### src/rtl/shared_resource_responder.sv
// rtl/shared_resource_responder.sv - two-initiator arbitrated sequential 16x16 shift-add multiplier
// Define SHARED_RESP_ROUND_ROBIN_EN for round-robin arbitration; otherwise pipeline 1 has fixed priority.
module shared_resource_responder #(
  parameter int DATA_WIDTH = 32
) (
  input  logic                  clk,
  input  logic                  reset,
  input  logic                  req_1,
  input  logic                  req_2,
  input  logic [DATA_WIDTH-1:0] data_1,
  input  logic [DATA_WIDTH-1:0] data_2,
  input  logic                  flush_1,
  input  logic                  flush_2,
  output logic                  grant_1,
  output logic                  grant_2,
  output logic                  busy,
  output logic                  resp_valid,
  output logic [DATA_WIDTH-1:0] resp_data,
  output logic                  resp_id
);

  localparam int HW = DATA_WIDTH / 2;
  localparam int CW = $clog2(HW + 1);

  typedef enum logic [1:0] {IDLE, BUSY, RESP} state_t;

  state_t                state;
  logic [DATA_WIDTH-1:0] a_reg;
  logic [HW-1:0]         b_reg;
  logic [DATA_WIDTH-1:0] acc;
  logic [CW-1:0]         cnt;
  logic                  owner;

  logic                  eff_1, eff_2, pick_2, owner_flush, last_step;
  logic [DATA_WIDTH-1:0] sum;

  assign eff_1       = req_1 & ~flush_1;
  assign eff_2       = req_2 & ~flush_2;
  assign owner_flush = owner ? flush_2 : flush_1;
  assign sum         = acc + (b_reg[0] ? a_reg : '0);
  assign last_step   = (cnt == CW'(HW - 1));

`ifdef SHARED_RESP_ROUND_ROBIN_EN
  // prio_2 set means pipeline 1 was served last, so pipeline 2 wins a tie
  logic prio_2;
  assign pick_2 = eff_2 & (~eff_1 | prio_2);
`else
  assign pick_2 = eff_2 & ~eff_1;
`endif

  always_ff @(posedge clk or posedge reset) begin
    if (reset) begin
      state      <= IDLE;
      a_reg      <= '0;
      b_reg      <= '0;
      acc        <= '0;
      cnt        <= '0;
      owner      <= 1'b0;
      grant_1    <= 1'b0;
      grant_2    <= 1'b0;
      busy       <= 1'b0;
      resp_valid <= 1'b0;
      resp_data  <= '0;
      resp_id    <= 1'b0;
`ifdef SHARED_RESP_ROUND_ROBIN_EN
      prio_2     <= 1'b0;
`endif
    end else begin
      grant_1    <= 1'b0;
      grant_2    <= 1'b0;
      resp_valid <= 1'b0;
      case (state)
        IDLE: begin
          if (eff_1 | eff_2) begin
            owner   <= pick_2;
            grant_1 <= ~pick_2;
            grant_2 <= pick_2;
            a_reg   <= {{HW{1'b0}}, (pick_2 ? data_2[HW-1:0] : data_1[HW-1:0])};
            b_reg   <= pick_2 ? data_2[DATA_WIDTH-1:HW] : data_1[DATA_WIDTH-1:HW];
            acc     <= '0;
            cnt     <= '0;
            busy    <= 1'b1;
            state   <= BUSY;
`ifdef SHARED_RESP_ROUND_ROBIN_EN
            prio_2  <= ~pick_2;
`endif
          end
        end
        BUSY: begin
          if (owner_flush) begin
            busy  <= 1'b0;
            state <= IDLE;
          end else begin
            acc   <= sum;
            a_reg <= a_reg << 1;
            b_reg <= b_reg >> 1;
            cnt   <= cnt + CW'(1);
            if (last_step) begin
              resp_valid <= 1'b1;
              resp_data  <= sum;
              resp_id    <= owner;
              state      <= RESP;
            end
          end
        end
        RESP: begin
          busy  <= 1'b0;
          state <= IDLE;
        end
        default: begin
          busy  <= 1'b0;
          state <= IDLE;
        end
      endcase
    end
  end

endmodule
### config.mk
export PLATFORM = sky130hd
export DESIGN_NAME = shared_resource_responder
export DESIGN_NICKNAME = d
export VERILOG_FILES = /design/src/rtl/shared_resource_responder.sv
export SDC_FILE = /design/constraint.sdc
export NUM_CORES = 1
export LEC_CHECK = 0
export ABC_AREA = 0
export CORE_MARGIN = 2
export CORE_UTILIZATION = 33
export CTS_CLUSTER_DIAMETER = 60
export DETAILED_ROUTE_END_ITERATION = 10
export SLEW_MARGIN = 25
export SYNTH_ARGS = -nofsm -noshare
export SYNTH_HDL_FRONTEND = slang
export SYNTH_SLANG_ARGS = --single-unit
### constraint.sdc
create_clock -name clk -period 5.2 [get_ports clk]
set_input_delay 1.04 -clock clk [delete_from_list [all_inputs] [get_ports clk]]
set_output_delay 1.04 -clock clk [all_outputs]
set_load 0.01 [all_outputs]
== After elaboration in Yosys (flattened, before gate mapping) ==
Cells that the tools add are included.
Word-level totals
  bits of input ports: 70
  output and inout port bits: 37
  flip-flop bits (word level): 125
  logic and storage cells: 66
Operators by class
  eq/ne operators: 6
  reductions and logical operators: 7
  add/subtract/negate cells: 2
  bitwise operators: 9
  mux-type cells: 30
Operators with widths (number)
  32-bit two-way mux: 5
  32-bit one-hot mux with 2 select lines: 2
  16-bit two-way mux: 4
  32-bit adder: 1
  16-bit one-hot mux with 2 select lines: 1
  1-bit two-way mux: 10
  5-bit two-way mux: 2
  5-bit one-hot mux with 2 select lines: 1
  2-bit two-way mux: 3
  2-bit != test (second input constant): 3
  2-bit AND reduction: 3
  3-bit AND reduction: 2
  5-bit by 1-bit adder with 5-bit output (second input constant): 1
  5-bit by 4-bit equality test with 1-bit output (second input constant): 1
  1-bit inverter: 5
  2-bit one-hot mux with 2 select lines: 1
  1-bit AND: 3
  3-bit != test (second input constant): 1
  2-bit by 1-bit equality test with 1-bit output (second input constant): 1
  2-bit zero test: 1
  1-bit one-hot mux with 2 select lines: 1
  2-bit nonzero test: 1
  1-bit OR: 1

== Longest topological paths before layout ==
Gate-level depths: netlist of the first run.
  word-level depth: 7
  gate-level depth with buffers: 12
  mapped depth without buffers: 11

== Worst setup path after synthesis of the first run ==
No wires, ideal clock.
  kind: reg-to-reg
  from: register b_reg[0]
  to: register acc[24]
  cell stages (with the launch flop): 12
  slack: 2.421 ns
  data required time: 5.080 ns
  period minus slack after synthesis: 2.779 ns
  buffers on the path: 0
  setup time: 0.120 ns
  data arrival time: 2.658 ns
  path through: dfrtp_1 and2_1 ha_1 fa_1 a21oi_1 o211ai_2 a2111oi_0 nor2_1 a311o_1 mux2i_1 o21ai_0 nand2_1
Between the ends
  cells in the longest elaborated chain, start to end: 4
RTL lines
  start: declaration: line 29  | logic [HW-1:0] b_reg;
  start signal: assignment: line 79  | b_reg <= pick_2 ? data_2[DATA_WIDTH-1:HW] : data_1[DATA_WIDTH-1:HW];
  start signal: assignment: line 96  | b_reg <= b_reg >> 1;
  32-bit two-way mux: line 40  | assign sum = acc + (b_reg[0] ? a_reg : '0);
  32-bit adder: line 40
  32-bit two-way mux: line 90  | if (owner_flush) begin
  32-bit one-hot mux with 2 select lines: line 72  | case (state)
  end signal: assignment: line 94  | acc <= sum;
  end: declaration: line 30  | logic [DATA_WIDTH-1:0] acc;
Every way passes these cells. The select of a mux whose other input is x is not followed.
A chain may end at the register's enable or synchronous reset.

== Final worst setup path of the first run ==
  from: register b_reg[0]
  to: register resp_data[24]
Between the ends
  cells in the longest elaborated chain, start to end: 2
RTL lines
  32-bit two-way mux: line 40
  32-bit adder: line 40
  end signal: assignment: line 100  | resp_data <= sum;
  end: declaration: line 18  | output logic [DATA_WIDTH-1:0] resp_data,
Every way passes these cells.

==> results of run 1 <==
-- worst max-delay path: cells and delay by family (launching register included) --
family / cells / cell delay [ns]
adders and majority gates: 2 / 0.64
DFF: 1 / 0.74
AOI/OAI and AO/OA: 5 / 1.43
and+or+nand+nor: 3 / 0.55
muxes: 1 / 0.17
-- synth_stat cells (3+ instances only) --
master / instances / area, sq um
sky130_fd_sc_hd__a211oi_1: 3 / 22.5
sky130_fd_sc_hd__xnor2_1: 12 / 105
sky130_fd_sc_hd__ha_1: 33 / 413
sky130_fd_sc_hd__nand2b_1: 3 / 18.8
sky130_fd_sc_hd__and3_1: 4 / 25.0
sky130_fd_sc_hd__inv_1: 12 / 45.0
sky130_fd_sc_hd__nand3_1: 13 / 65.1
sky130_fd_sc_hd__dfrtp_1: 125 / 3130
sky130_fd_sc_hd__buf_2: 7 / 35.0
sky130_fd_sc_hd__clkbuf_1: 35 / 131
sky130_fd_sc_hd__buf_1: 3 / 11.3
sky130_fd_sc_hd__o21ai_0: 76 / 380
sky130_fd_sc_hd__mux2i_1: 37 / 370
sky130_fd_sc_hd__nor2_1: 60 / 225
sky130_fd_sc_hd__or3_1: 3 / 18.8
sky130_fd_sc_hd__nand4_1: 5 / 31.3
sky130_fd_sc_hd__o21a_1: 6 / 45.0
sky130_fd_sc_hd__a22o_1: 29 / 254
sky130_fd_sc_hd__nor3_1: 5 / 25.0
sky130_fd_sc_hd__o21bai_1: 4 / 30.0
sky130_fd_sc_hd__mux2_2: 7 / 78.8
sky130_fd_sc_hd__a21o_1: 9 / 67.6
sky130_fd_sc_hd__and2_1: 33 / 206
sky130_fd_sc_hd__o21ai_1: 3 / 15.0
sky130_fd_sc_hd__a21oi_1: 62 / 310
sky130_fd_sc_hd__xor2_1: 17 / 149
sky130_fd_sc_hd__nand2_1: 172 / 646
sky130_fd_sc_hd__o211ai_1: 4 / 30.0
sky130_fd_sc_hd__nor2b_1: 4 / 25.0
-- stage by stage --
step                area [sq um]  std cells  setup WS, ns   util
finish                      9150       1197          1.54  0.423
global route                9150       1197          1.20  0.423
CTS                         9140       1197          1.50  0.423
detailed placement          8540       1165          1.53  0.395
global placement            8540       1165          1.58  0.395
floorplan                   7210        817         0.832      -
-- layer usage --
layer | wire, um | vias up | share of wire | GRT usage
met5 | 0 | - | 0 | 0
met4 | 241 | 0 | 0.013 | 0.0530
met3 | 529 | 16 | 0.029 | 0.0299
met2 | 8280 | 102 | 0.46 | 0.252
met1 | 9100 | 2867 | 0.50 | 0.228
li1 | - | 3015 | - | -
-- cell families after synthesis --
| logic type | after synthesis | synth area share |
|---|---|---|
| buffers and inverters | 58 | 0.0314 |
| AO/OA/AOI/OAI | 222 | 0.195 |
| flip-flops | 125 | 0.434 |
| XOR/XNOR | 29 | 0.0352 |
| adder cells (fa/ha/maj) | 34 | 0.0600 |
| multiplexers | 44 | 0.0623 |
| AND/OR/NAND/NOR | 305 | 0.182 |
-- power breakdown --
group | internal (W) | switching, W | total [W]
Clock | 0.000765 | 0.000456 | 0.00122
Sequential | 0.00112 | 0.000141 | 0.00126
Combinational | 0.000302 | 0.000429 | 0.000731
Total | 0.00219 | 0.00103 | 0.00321
-- final cells by class --
class,instances,area share
Clock buffer,18,0.0480
Clock inverter,14,0.0185
Inverter,13,0.00588
Multi-Input combinational cell,634,0.424
Sequential cell,125,0.342
Tap cell,280,0.0383
Timing Repair Buffer,113,0.123
-- layout by cell type, fill, tap and decap left out, types with 3 or more instances in the layout --
cell                              instances
sky130_fd_sc_hd__xor2_1                  17
sky130_fd_sc_hd__and3_1                   4
sky130_fd_sc_hd__dfrtp_1                125
sky130_fd_sc_hd__nand3_1                 13
sky130_fd_sc_hd__bufinv_16                3
sky130_fd_sc_hd__o21bai_1                 4
sky130_fd_sc_hd__xnor2_1                 12
sky130_fd_sc_hd__a211oi_1                 3
sky130_fd_sc_hd__o21a_1                   6
sky130_fd_sc_hd__inv_1                   11
sky130_fd_sc_hd__clkdlybuf4s50_1        106
sky130_fd_sc_hd__nor3_1                   5
sky130_fd_sc_hd__nand2_1                172
sky130_fd_sc_hd__nor2b_1                  3
sky130_fd_sc_hd__nand4_1                  5
sky130_fd_sc_hd__clkbuf_16               17
sky130_fd_sc_hd__nand2b_1                 3
sky130_fd_sc_hd__ha_1                    33
sky130_fd_sc_hd__o21ai_1                  3
sky130_fd_sc_hd__mux2i_1                 37
sky130_fd_sc_hd__clkinv_2                 3
sky130_fd_sc_hd__o211ai_1                 4
sky130_fd_sc_hd__a22o_1                  29
sky130_fd_sc_hd__a21oi_1                 62
sky130_fd_sc_hd__o21ai_0                 76
sky130_fd_sc_hd__and2_1                  33
sky130_fd_sc_hd__a21o_1                   9
sky130_fd_sc_hd__nor2_1                  58
sky130_fd_sc_hd__clkinvlp_4               5
sky130_fd_sc_hd__or3_1                    3
sky130_fd_sc_hd__buf_4                    6
sky130_fd_sc_hd__mux2_2                   7
-- worst paths after layout --
kind                                           startpoint                         to  slack, ns  cells past startpoint
worst max-delay path                 b_reg[0]$_DFFE_PP0P_  resp_data[24]$_DFFE_PP0P_       1.54                     11
worst min-delay path            resp_data[13]$_DFFE_PP0P_  resp_data[13]$_DFFE_PP0P_       0.47                      2
worst max register to register       b_reg[0]$_DFFE_PP0P_  resp_data[24]$_DFFE_PP0P_       1.54                     11
worst min register to register  resp_data[13]$_DFFE_PP0P_  resp_data[13]$_DFFE_PP0P_       0.47                      2
max in group asynchronous                           reset  resp_data[13]$_DFFE_PP0P_       3.23                      3
min in group asynchronous                           reset       b_reg[9]$_DFFE_PP0P_       1.10                      2
==> flow_metrics.tcl, run 1 <==
set metrics [dict create \
    start_util 0.334 \
    placement_rows 54 \
    crit_path_cell_trace "and2_1, ha_1, fa_1, a21oi_1, o211ai_2, a2111oi_0, nor2_1, a311o_1, mux2i_1, o21ai_0, nand2_1" \
    slew_viol_final 0 \
    period_needed_ns 3.66 \
    critical_path_data_required_time_ns 5.50 \
    period_share 0.703 \
    post_drt_via_cell_ratio 5.01 \
    run_status "completed" \
    cap_violations 0 \
    post_synthesis_cell_area_sq_um 7210 \
    powerDensity_nw_per_um2 351 \
    htreeDepth 4 \
    fp.dieW_um 152 \
    maximum_net_fanout_on_the_critical_path 33 \
    achievable-frequency_ghz 0.273 \
    multi_input_comb_area_sq_um 3880 \
    setup.worst_path.class "flip-flop to flip-flop" \
    timing_hold_violations_final 0 \
    ys_seq_elements 125 \
    power.static_leakage_nw 4.22 \
    initialDrtViolationCount 461 \
    critical_path.startpoint_type "flip-flop" \
    cts_hold_buffers 0 \
    sequential_cell_area_sq_um 3130 \
    ir_drop_mv 0.157 \
    setup_total_negative_slack_ns 0 \
    tritoncts_num_sinks 125 \
    grt_max_degree 108 \
    worst_hold_slack_ns 0.470 \
    groute.usage.overall 0.162 \
    placement.io_buffers 106 \
    root_buffer "sky130_fd_sc_hd__clkbuf_16" \
    clk_pin_slew_worst_paths_ns 0.06 \
    worst_path_largest_cell_delay_ns 0.74 \
    drt-total-wl_mm 18.2 \
    synth-warning-count 0 \
    numCtsBuffers 17 \
    crit_path_top_delay_cell "sky130_fd_sc_hd__dfrtp_1" \
    unrepaired_setup_endpoints_after_global_routing "false" \
    synthFlopType "sky130_fd_sc_hd__dfrtp_1" \
    gpl.final_weighted_congestion 0.891 \
    synth_async_sr_flop_share 1.00 \
    worst_clock_skew_ns 0.0126 \
    placeable_core_region_sq_um 21600 \
    slew_at_the_pin_closest_to_its_max_slew_limit_ns 0.976 \
    ctsResizeCount 0 \
    synth_edf_count 0 \
    crit_path_end_kind "flip-flop" \
    routed_wire_length_per_instance_um 15.2 \
    floorplan.die_area_sq_um 23100 \
    worst_slew_margin_rel 0.348 \
    clock_network_latency_to_the_later_pin_of_the_worst_skew_pair_ns 0.43 \
    drt_drc_violations_left 0 \
    io-pin-count 107 \
    grt_pass1_vias 6006 \
    hold_class "flip-flop to flip-flop" \
    layout.nets 1008 \
    synth_unique_cells 52 \
    die_h_um 152 \
    route.vias.total 6000 \
    grt_pass1_wl_mm 30.6 \
    area_growth_syn_to_layout_pct 26.8 \
    drtPass1Iterations 5 \
    tritoncts "done" \
    detail-route-antenna-nets 0 \
    layout.filler_cells 2161 \
    post-cts-setup-buffer-count 0 \
    num_antenna_cells 0 \
    gr-total-overflow 0 \
    hpwlAfterDp_mm 12.7 \
    report.final.setup_viol 0 \
    worst_ep_arrival_time_ns 3.96 \
    clockBufferDepth 2 \
    post_route_cells_drive_above_1_share 0.0654 \
    synth.yosys.seq_area_share 0.434 \
    syn_nets 921 \
    synthCells 817 \
    avgSynthCellArea_sq_um 8.83 \
    antenna_found_initial 0 \
    total_power_w 0.00321 \
]
Note: power is estimated with default switching activity, not from simulation.
==> run 2: changes to the inputs <==
clock period = 3.2 ns   (was 5.2 ns; I/O delays follow)
==> run 2 against run 1 <==
Power is 73% higher. Critical path type unchanged. Sequential cell count stayed put. Highest routed layer unchanged. Non-clock buffer count is 20 higher. Combinational power is 78% higher. Worst hold slack worse by 0.0018 ns. Fmax is 19% higher. Clock skew is 0.0059 ns lower. Setup slack worse by 1.4 ns. Sequential share of layout area is 1.0 points lower. Clock power is 84% higher. Sequential power is 60% higher. Utilization is 1.3 points higher.
==> flow_metrics.tcl, run 2 (synthesis gave the netlist of run 1 again) <==
set metrics [dict create \
    crit_path_top_delay_cell "sky130_fd_sc_hd__dfrtp_1" \
    run_status "completed" \
    placedCellCount 1182 \
    start_util 0.334 \
    final-instance-count-excl-fill 1217 \
    sequentialPowerShare 0.363 \
    initialDrtViolationCount 330 \
    io-pin-count 107 \
    placeable_core_region_sq_um 21600 \
    area_growth_syn_to_layout_pct 30.8 \
    cpMostUsedCell "sky130_fd_sc_hd__buf_4" \
    drt_drc_violations_left 0 \
    maximum_net_fanout_on_the_critical_path 18 \
    htreeDepth 4 \
    clockBufferDepth 2 \
    worst_slew_margin_rel 0.486 \
    floorplan.die_area_sq_um 23100 \
    period_needed_ns 3.06 \
    detail-route-antenna-nets 0 \
    layout.cells.most_common_list "sky130_fd_sc_hd__nand2_1, sky130_fd_sc_hd__dfrtp_1, sky130_fd_sc_hd__clkdlybuf4s50_1" \
    placement.io_buffers 106 \
    tritoncts_num_sinks 125 \
    period_share 0.958 \
    setup.worst_path.class "flip-flop to flip-flop" \
    timing.critical_path.max_delay_family "compound AO/OA/AOI/OAI gates" \
    root_buffer "sky130_fd_sc_hd__clkbuf_16" \
    worst_clock_skew_ns 0.00669 \
    numCtsBuffers 17 \
    groute.usage.overall 0.162 \
    tritoncts "done" \
    power.static_leakage_nw 4.37 \
    timing_hold_violations_final 0 \
    placement_rows 54 \
    power.share.switching 0.297 \
    cap_violations 0 \
    net-switching-power_w 0.00165 \
    drtPass1Iterations 5 \
    hold_class "flip-flop to flip-flop" \
    power.share.clock 0.403 \
    worst-path-buf-inv 2 \
    routed_wire_length_per_instance_um 15.0 \
    worst_path_largest_cell_delay_ns 0.45 \
    grt_pass1_vias 6079 \
    fp.dieW_um 152 \
    critical_path_data_required_time_ns 3.50 \
    post_route_cells_drive_above_1_share 0.0864 \
    setup_total_negative_slack_ns 0 \
    die_h_um 152 \
    grt_pass1_wl_mm 30.6 \
    slew_viol_final 0 \
    num_antenna_cells 0 \
    hpwlAfterDp_mm 13.1 \
    gr-total-overflow 0 \
    comb_power_share 0.234 \
    powerDensity_nw_per_um2 588 \
    slew_at_the_pin_closest_to_its_max_slew_limit_ns 0.771 \
    crit_path_end_kind "flip-flop" \
    antenna_found_initial 0 \
    crit_path_cell_trace "buf_4, buf_4, and2_1, ha_1, a21oi_1, o21ai_0, a221oi_1, o21a_1, o31a_1, o311ai_2, xor2_1, mux2_2" \
    worst_ep_arrival_time_ns 3.37 \
    layout.nets 1028 \
    post_drt_via_cell_ratio 5.05 \
    critical_path.startpoint_type "flip-flop" \
    grt_max_degree 98 \
    layout_commonest_cell "sky130_fd_sc_hd__nand2_1" \
    gpl.final_weighted_congestion 0.913 \
    clk_pin_slew_worst_paths_ns 0.06 \
    achievable-frequency_ghz 0.326 \
    drt-total-wl_mm 18.3 \
    report.final.setup_viol 0 \
    clock_network_latency_to_the_later_pin_of_the_worst_skew_pair_ns 0.42 \
    route.vias.total 6146 \
    ir_drop_mv 0.285 \
    cts_hold_buffers 0 \
    power.internal_w 0.00390 \
    total_power_w 0.00555 \
]
-- run 2: changes by cell type in the layout (fill, tap and decap cells not counted), sizes merged --
cell / delta
bufinv: +3
buf: +20
inv: -3
clkbuf: +4
clkinv: -2
clkinvlp: -2
-- run 2: tightest hold or removal path: cells and delay by family (launching register included) --
| family | cells | cell delay (ns) |
|---|---|---|
| flip-flops | 1 | 0.34 |
| AND/OR/NAND/NOR | 2 | 0.10 |
-- run 2: power groups by stage --
stage / Combinational [W] / Sequential (W) / Clock, W
after floorplan: 0.000898 / 0.00197 / 0
after global placement: 0.00127 / 0.00204 / 0
after detailed placement: 0.00130 / 0.00203 / 0
after CTS: 0.00130 / 0.00201 / 0.00228
after global routing: 0.00147 / 0.00205 / 0.00235
final: 0.00130 / 0.00201 / 0.00224
-- run 2: layout make-up --
class	instances	area, sq um
Timing Repair Buffer	133	1310
Fill cell	2123	12200
Inverter	13	52.6
Clock inverter	10	209
Clock buffer	22	474
Tap cell	280	350
Sequential cell	125	3130
Multi-Input combinational cell	634	3910
-- run 2: final timing paths --
check / depth (start not counted) / end / slack [ns] / start
min in group asynchronous: 3 / b_reg[10]$_DFFE_PP0P_ / 0.66 / reset
worst min-delay path: 2 / resp_data[10]$_DFFE_PP0P_ / 0.47 / resp_data[10]$_DFFE_PP0P_
worst max-delay path: 12 / resp_data[30]$_DFFE_PP0P_ / 0.14 / b_reg[0]$_DFFE_PP0P_
worst min register to register: 2 / resp_data[10]$_DFFE_PP0P_ / 0.47 / resp_data[10]$_DFFE_PP0P_
max in group asynchronous: 3 / a_reg[17]$_DFFE_PP0P_ / 2.13 / reset
worst max register to register: 12 / resp_data[30]$_DFFE_PP0P_ / 0.14 / b_reg[0]$_DFFE_PP0P_
-- run 2: metal layers --
layer	global-route usage	part of all wire
met1	0.214	0.46
met2	0.268	0.48
met3	0.0274	0.041
met4	0.0570	0.017
met5	0	0
-- run 2: what timing repair did --
item / 4_1_cts / 5_1_grt
gates resized for setup: 0 / 6
setup buffers: 0 / 3
setup endpoints to repair: 0 / 17
-- run 2: metrics by stage --
step / hold slack (ns) / setup WS (ns) / utilization / area, sq um
floorplan: 0.445 / 0.421 / - / 7220
global placement: 0.459 / 0.107 / 0.402 / 8700
detailed placement: 0.461 / 0.0301 / 0.402 / 8700
CTS: 0.476 / 0.0149 / 0.434 / 9390
global route: 0.494 / -0.0444 / 0.436 / 9430
finish: 0.468 / 0.136 / 0.436 / 9430
